[src/rtl/mbtrain_pkg.sv]
// Shared MBTRAIN definitions: sideband codes and the selfcal_rx state encoding.
// SELFCAL_TIMEOUT_EN adds the TIMEOUT state to the encoding.
package mbtrain_pkg;

   localparam logic [3:0] SB_NONE             = 4'b0000;
   localparam logic [3:0] SB_SELFCAL_END_REQ  = 4'b0001;
   localparam logic [3:0] SB_SELFCAL_END_RESP = 4'b0010;

   typedef enum logic [2:0] {
      SC_IDLE          = 3'd0,
      SC_LOCAL_CAL     = 3'd1,
      SC_WAIT_REQ      = 3'd2,
      SC_SEND_RESP     = 3'd3,
`ifdef SELFCAL_TIMEOUT_EN
      SC_TEST_FINISHED = 3'd4,
      SC_TIMEOUT       = 3'd5
`else
      SC_TEST_FINISHED = 3'd4
`endif
   } selfcal_rx_state_e;

endpackage

[src/rtl/selfcal_cal_timer.sv]
// Clear/enable up-counter with a terminal-count flag.
// tc is high during the enabled cycle in which the count equals LIMIT-1,
// so the owning FSM can leave its state on that same edge.
module selfcal_cal_timer #(
   parameter int W     = 5,
   parameter int LIMIT = 16
) (
   input  logic clk,
   input  logic rst_n,
   input  logic clr,
   input  logic en,
   output logic tc
);

   logic [W-1:0] cnt;

   // Counter: clear has priority over counting.
   always_ff @(posedge clk or negedge rst_n) begin
      if (!rst_n)   cnt <= '0;
      else if (clr) cnt <= '0;
      else if (en)  cnt <= cnt + 1'b1;
   end

   assign tc = en && (cnt == W'(LIMIT - 1));

endmodule

[src/rtl/selfcal_rx.sv]
// MBTRAIN SELFCAL responder: local calibration, then answers the partner's
// end request with the end response through the shared sideband TX mux.
// Optional build macro SELFCAL_TIMEOUT_EN adds a WAIT_REQ timeout.
module selfcal_rx
   import mbtrain_pkg::*;
#(
   parameter int CAL_CYCLES     = 16,
   parameter int CAL_CNT_W      = 5,
   parameter int TIMEOUT_CYCLES = 65535,
   parameter int TO_CNT_W       = 16
) (
   input  logic       clk,
   input  logic       rst_n,
   input  logic       i_en,
   input  logic       i_sideband_valid,
   input  logic [3:0] i_decoded_sideband_message,
   input  logic       i_busy_negedge_detected,
   input  logic       i_valid_tx_peer,
   output logic [3:0] o_sideband_message,
   output logic       o_valid_tx,
   output logic       o_cal_done,
   output logic       o_test_ack,
   output logic       o_timeout
);

   selfcal_rx_state_e state, state_nx;
   logic       req_pending, pend_nx;
   logic [3:0] msg_nx;
   logic       valid_nx, done_nx, ack_nx;
   logic       req, cal_tc;

   assign req = i_sideband_valid && (i_decoded_sideband_message == SB_SELFCAL_END_REQ);

   selfcal_cal_timer #(.W(CAL_CNT_W), .LIMIT(CAL_CYCLES)) u_cal_timer (
      .clk   (clk),
      .rst_n (rst_n),
      .clr   (state != SC_LOCAL_CAL),
      .en    (state == SC_LOCAL_CAL),
      .tc    (cal_tc)
   );

`ifdef SELFCAL_TIMEOUT_EN
   logic to_tc, to_nx;

   selfcal_cal_timer #(.W(TO_CNT_W), .LIMIT(TIMEOUT_CYCLES)) u_to_timer (
      .clk   (clk),
      .rst_n (rst_n),
      .clr   (state != SC_WAIT_REQ),
      .en    (state == SC_WAIT_REQ),
      .tc    (to_tc)
   );

   // Timeout flag register, held until the sequencer drops i_en.
   always_ff @(posedge clk or negedge rst_n) begin
      if (!rst_n) o_timeout <= 1'b0;
      else        o_timeout <= to_nx;
   end
`else
   assign o_timeout = 1'b0;
`endif

   // State, pending request and all outputs are registered together.
   always_ff @(posedge clk or negedge rst_n) begin
      if (!rst_n) begin
         state              <= SC_IDLE;
         req_pending        <= 1'b0;
         o_sideband_message <= SB_NONE;
         o_valid_tx         <= 1'b0;
         o_cal_done         <= 1'b0;
         o_test_ack         <= 1'b0;
      end else begin
         state              <= state_nx;
         req_pending        <= pend_nx;
         o_sideband_message <= msg_nx;
         o_valid_tx         <= valid_nx;
         o_cal_done         <= done_nx;
         o_test_ack         <= ack_nx;
      end
   end

   // Next state and next registered outputs; dropping i_en overrides everything.
   always_comb begin
      state_nx = state;
      pend_nx  = req_pending;
      msg_nx   = o_sideband_message;
      valid_nx = o_valid_tx;
      done_nx  = o_cal_done;
      ack_nx   = o_test_ack;
`ifdef SELFCAL_TIMEOUT_EN
      to_nx    = o_timeout;
`endif
      if (!i_en) begin
         state_nx = SC_IDLE;
         pend_nx  = 1'b0;
         msg_nx   = SB_NONE;
         valid_nx = 1'b0;
         done_nx  = 1'b0;
         ack_nx   = 1'b0;
`ifdef SELFCAL_TIMEOUT_EN
         to_nx    = 1'b0;
`endif
      end else begin
         case (state)
            SC_IDLE: state_nx = SC_LOCAL_CAL;
            SC_LOCAL_CAL: begin
               if (req) pend_nx = 1'b1;
               if (cal_tc) begin
                  done_nx = 1'b1;
                  pend_nx = 1'b0;
                  if (req_pending || req) begin
                     state_nx = SC_SEND_RESP;
                     msg_nx   = SB_SELFCAL_END_RESP;
                     valid_nx = 1'b1;
                  end else begin
                     state_nx = SC_WAIT_REQ;
                  end
               end
            end
            SC_WAIT_REQ: begin
               if (req) begin
                  state_nx = SC_SEND_RESP;
                  msg_nx   = SB_SELFCAL_END_RESP;
                  valid_nx = 1'b1;
               end
`ifdef SELFCAL_TIMEOUT_EN
               else if (to_tc) begin
                  state_nx = SC_TIMEOUT;
                  to_nx    = 1'b1;
               end
`endif
            end
            SC_SEND_RESP: begin
               // A busy pulse belonging to the peer's message is not ours.
               if (i_busy_negedge_detected && !i_valid_tx_peer) begin
                  state_nx = SC_TEST_FINISHED;
                  msg_nx   = SB_NONE;
                  valid_nx = 1'b0;
                  ack_nx   = 1'b1;
               end
            end
            default: ;
         endcase
      end
   end

endmodule
[config.mk]
export PLATFORM = sky130hd
export DESIGN_NAME = selfcal_rx
export DESIGN_NICKNAME = d
export VERILOG_FILES = /design/src/rtl/mbtrain_pkg.sv /design/src/rtl/selfcal_cal_timer.sv /design/src/rtl/selfcal_rx.sv
export SDC_FILE = /design/constraint.sdc
export NUM_CORES = 1
export LEC_CHECK = 0
export CORE_MARGIN = 2
export CORE_UTILIZATION = 49
export DETAILED_ROUTE_END_ITERATION = 16
export PLACE_DENSITY = 0.82
export SLEW_MARGIN = 20
export SYNTH_ARGS = -nofsm -noshare
export SYNTH_HDL_FRONTEND = slang
export SYNTH_SLANG_ARGS = --single-unit
[constraint.sdc]
create_clock -name clk -period 3.35 [get_ports clk]
set_input_delay 0.67 -clock clk [delete_from_list [all_inputs] [get_ports clk]]
set_output_delay 0.67 -clock clk [all_outputs]
set_load 0.05 [all_outputs]
== After elaboration in Yosys (flattened, before gate mapping) ==
Cells that the tools add are included.

* Output and inout bits: 8
* Logic and storage cells: 66
* Register bits after elaboration: 16

* Muxes and demuxes: 29
* Eq/ne operators: 17
* Add/subtract/negate cells: 1
* Reduce and logical (&&, ||, !) cells: 12

{| class="wikitable"
|+ Operators by type and width
! operator !! number
|-
| 4-bit 2-to-1 mux || 5
|-
| 1-bit 2-to-1 mux || 15
|-
| 3-bit 2-to-1 mux || 4
|-
| 3-bit != test (second input constant) || 4
|-
| 3-bit one-hot mux with 4 select lines || 1
|-
| 4-bit one-hot mux with 3 select lines || 1
|-
| 5-bit 2-to-1 mux || 2
|-
| 2-bit by 1-bit != test with 1-bit output (second input constant) || 4
|-
| 3-bit by 2-bit == test with 1-bit output (second input constant) || 2
|-
| 3-bit by 1-bit != test with 1-bit output (second input constant) || 2
|-
| 2-bit AND reduction || 3
|-
| 5-bit by 1-bit adder with 5-bit output (second input constant) || 1
|-
| 5-bit by 4-bit == test with 1-bit output (second input constant) || 1
|-
| 5-bit by 1-bit != test with 1-bit output (second input constant) || 1
|-
| 5-bit AND reduction || 1
|-
| 4-bit by 1-bit == test with 1-bit output (second input constant) || 1
|-
| 4-bit by 1-bit != test with 1-bit output (second input constant) || 1
|-
| 4-bit AND reduction || 1
|-
| 3-bit by 1-bit == test with 1-bit output (second input constant) || 1
|-
| 1-bit logical AND || 3
|-
| 3-bit logical NOT || 1
|-
| 1-bit one-hot mux with 3 select lines || 1
|-
| 2-bit nonzero test || 1
|-
| 1-bit logical NOT || 1
|-
| 1-bit logical OR || 1
|}

== Depth between registers and ports, before layout ==
* Depth after elaboration: 7
* Mapped depth: 6
* Gate-level depth less buffers: 6

== Modules after synthesis ==
A second synthesis with hierarchy kept.

* Cells, all modules: 67
* Area, all modules: 691.9 um^2

{| class="wikitable"
|+ By module, submodules not included
! module !! instances !! seq. area each (um^2) !! cells an instance !! area an instance (um^2)
|-
| selfcal_rx || 1 || 175.2 || 43 || 406.6
|-
| selfcal_cal_timer || 1 || 125.1 || 24 || 285.3
|}

== Worst setup path before layout ==
No wires, ideal clock.

* Path type: register to output
* From: register o_sideband_message[1]
* To: output port o_sideband_message[1]
* Buffers on the path: 1
* Data required time: 2.680 ns
* Arrival: 0.946 ns
* Slack: 1.734 ns
* Cell stages (with the launch flop): 2
* Cells stage by stage: dfrtp_1 buf_4

{| class="wikitable"
|+ RTL lines
! what !! line !! RTL
|-
| start, declared || selfcal_rx.sv:19 || <nowiki>output logic [3:0] o_sideband_message,</nowiki>
|-
| start signal, assigned || selfcal_rx.sv:74 || <nowiki>o_sideband_message <= msg_nx;</nowiki>
|}

No word-level cell between the ends.

== Final worst setup path ==
* From: register o_sideband_message[1]
* To: output port o_sideband_message[1]

No word-level cell between the ends.

==> metrics.md <==
| Metric | Value |
|---|---|
| Outcome | `complete, no violations` |
| Tot Pwr | `0.000282 W` |
| Tcrit/Tclk final | `65.6%` |
| WS Path Type | `reg2out` |
| Startpoint types | `register` |
| Top cell type by total area after synthesis | `dfrtp_1` |
| Asr flop ratio synth | `100%` |
| Setup-failing EPs final | `0` |
| Die Span Y | `40.7 microns` |
| DR pass1 iterations | `4` |
| CP endpoint kind | `output pin` |
| Number of nets in the layout | `95` |
| Setup TNS | `0 ns` |
| DIE AREA | `0.00166 sq mm` |
| IO buf count | `13` |
| Core area | `0.00128 sq mm` |
| Sequential share of the synthesized area | `45.5%` |
| Dominant cells by area after synthesis | `dfrtp_1 46%, buf_4 6.8%, nor2_1 5.7%` |
| MaxCap Viol Count | `0` |
| Worst Tran Pin Value | `0.527 ns` |
| Critical path peak fanout | `6` |
| Clock Pin Slew Worst Setup and Hold Paths | `0.07 ns` |
| DRT iter0 DRCs | `10` |
| CP Buf/Inv Count | `1` |
| Cell row count | `13` |
| Leakage | `0.349 nW` |
| Synth cell types | `31` |
| Gr ovfl total | `0` |
| RSZ-0062 raised after global routing | `false` |
| Commonest non-fill, non-tap cell in the layout | `clkdlybuf4s50_1` |
| DR vias/cell | `5.25` |
| Design area | `797 sq um` |
| Worst-path cell chain | `clkdlybuf4s50_1` |
| Final WL | `1.15 mm` |
| Number of antenna diodes | `0` |
| Fin. max-slew vios | `0` |
| Die Span X | `40.7 microns` |
| Setup bufs post-CTS | `0` |
| Initial antenna violation count | `0` |
| Yosys reg bits | `12` |
| CTS Buffer Depth | `2` |
| Number of buffers created by CTS | `3` |
| Synth warnings | `0` |
| Tot GR Track Use | `17.3%` |
| # clock sinks | `12` |
| Largest net degree at the start of global routing | `13` |
| CP peak stage delay | `0.83 ns` |
| CTS resizes | `0` |
| Worst EP arrival | `1.53 ns` |
| Clock Skew | `0.00209 ns` |
| DRC violations left | `0` |
| First-pass GRT wire length | `1.86 mm` |
| Vias in the first global route | `465` |
| Most frequent cells in the layout | `13 x clkdlybuf4s50_1, 12 x dfrtp_1, 10 x nor2_1` |
| Synth Flop Type | `dfrtp_1` |
| Crit path time final | `2.20 ns` |
| Cts hold-fix bufs | `0` |
| Avg Inst Size Synth | `9.70 sq um` |
| Slowest-stage cell, CP | `clkdlybuf4s50_1` |
| Fmax achieved | `0.455 GHz` |
| Synth Cell Area | `659 sq um` |
| Via count | `504` |
| Wirelength per Cell | `11.9 microns` |
| CTS tree | `built` |
| Synthesis-to-layout area growth | `20.9%` |
| CP Data Required Time | `2.68 ns` |
| Hold/Removal Path Class | `reg2reg` |
| H-tree Lvls | `1` |
| Routed Antenna Nets | `0` |
| Dpl cell area | `774 sq um` |
| IR drop worst, VDD | `0.000250 V` |
| Area fraction of the dominant cell type after synthesis | `45.5%` |
| Clock Latency Late Sink | `0.27 ns` |
| Final hold vios | `0` |
| Boundary Pins | `18` |
| Initial Util | `51.3%` |
| Mapped Cells | `68` |
| Slew Limit Headroom | `64.8%` |
| CP delay by family, top | `buffers and inverters` |
| Power density cells | `354 mW/mm^2` |
| CTS root buffer | `clkbuf_4` |
| Fraction of final layout cells sized beyond drive strength 1 | `11.1%` |
| HPWL after DPL | `925 microns` |
| Post-synth EDFFs | `0` |
| Placer Congestion | `0.797` |
final timing paths:
path / start / to / slack [ns] / cells past startpoint
setup / recovery: o_sideband_message[1] / o_sideband_message[1] / 1.15 / 1
hold / removal: u_cal_timer.cnt[0] / u_cal_timer.cnt[0] / 0.46 / 1
setup reg to reg: u_cal_timer.cnt[0] / state[0] / 1.62 / 6
hold reg to reg: u_cal_timer.cnt[0] / u_cal_timer.cnt[0] / 0.46 / 1
max in group asynchronous: rst_n / u_cal_timer.cnt[3] / 2.26 / 1
min in group asynchronous: rst_n / u_cal_timer.cnt[1] / 0.74 / 1
where the power goes:
| group | leakage (nW) | internal [W] | total (W) | switching, W |
|---|---|---|---|---|
| registers | 0.163 | 0.000149 | 0.000153 | 0.00000368 |
| clock network | 0.0138 | 0.0000417 | 0.0000888 | 0.0000471 |
| logic | 0.172 | 0.0000172 | 0.0000407 | 0.0000235 |
cells by family (layout without fill, tap and decap cells):
logic type | after synthesis | in the layout | share of synthesized area, %
fa+ha+maj | 2 | 2 | 3.79
xor+xnor | 2 | 2 | 2.66
other cells | 1 | 4 | 0.569
compound gates | 13 | 13 | 12.0
mux | 1 | 1 | 1.52
buf+inv | 10 | 20 | 9.11
simple gates | 27 | 27 | 24.9
flops | 12 | 12 | 45.5
area by class of cell:
| cell class | count | area (sq um) |
|---|---|---|
| Timing Repair Buffer | 13 | 130 |
| Multi-Input combinational cell | 49 | 310 |
| Inverter | 4 | 15.0 |
| Tap cell | 15 | 18.8 |
| Fill cell | 110 | 488 |
| Clock buffer | 3 | 22.5 |
| Sequential cell | 12 | 300 |
metrics by stage:
step	setup WS, ns	util [%]	hold WS, ns	std cells
after global placement	1.46	60.3	0.442	93
after floorplan	1.73	-	0.374	71
final	1.15	62.0	0.464	96
after global routing	1.10	62.0	0.486	96
after CTS	1.15	62.0	0.467	96
after detailed placement	1.42	60.3	0.456	93
cells in the mapped netlist (2+ instances only):
library cell   n
a31oi_1        2
a21oi_1        2
nand2_1        2
o21ai_0        4
o21a_1         2
buf_4          6
nor2_1        10
inv_1          4
nor3_1         2
ha_1           2
dfrtp_1       12
registers in the layout, indices dropped and copies added (netlist names):
| name | count |
|---|---|
| o_cal_done | 1 |
| o_sideband_message | 1 |
| o_test_ack | 1 |
| req_pending | 1 |
| state | 3 |
| u_cal_timer.cnt | 5 |
routing by layer:
| layer | part of all wire, % | up-vias | track usage [%] |
|---|---|---|---|
| li1 | - | 248 | - |
| met1 | 43 | 235 | 20.7 |
| met2 | 50 | 18 | 29.4 |
| met3 | 4.9 | 3 | 3.26 |
| met4 | 2.1 | 0 | 8.33 |
| met5 | 0 | - | 0 |
Power figures use the tool's default switching activity.
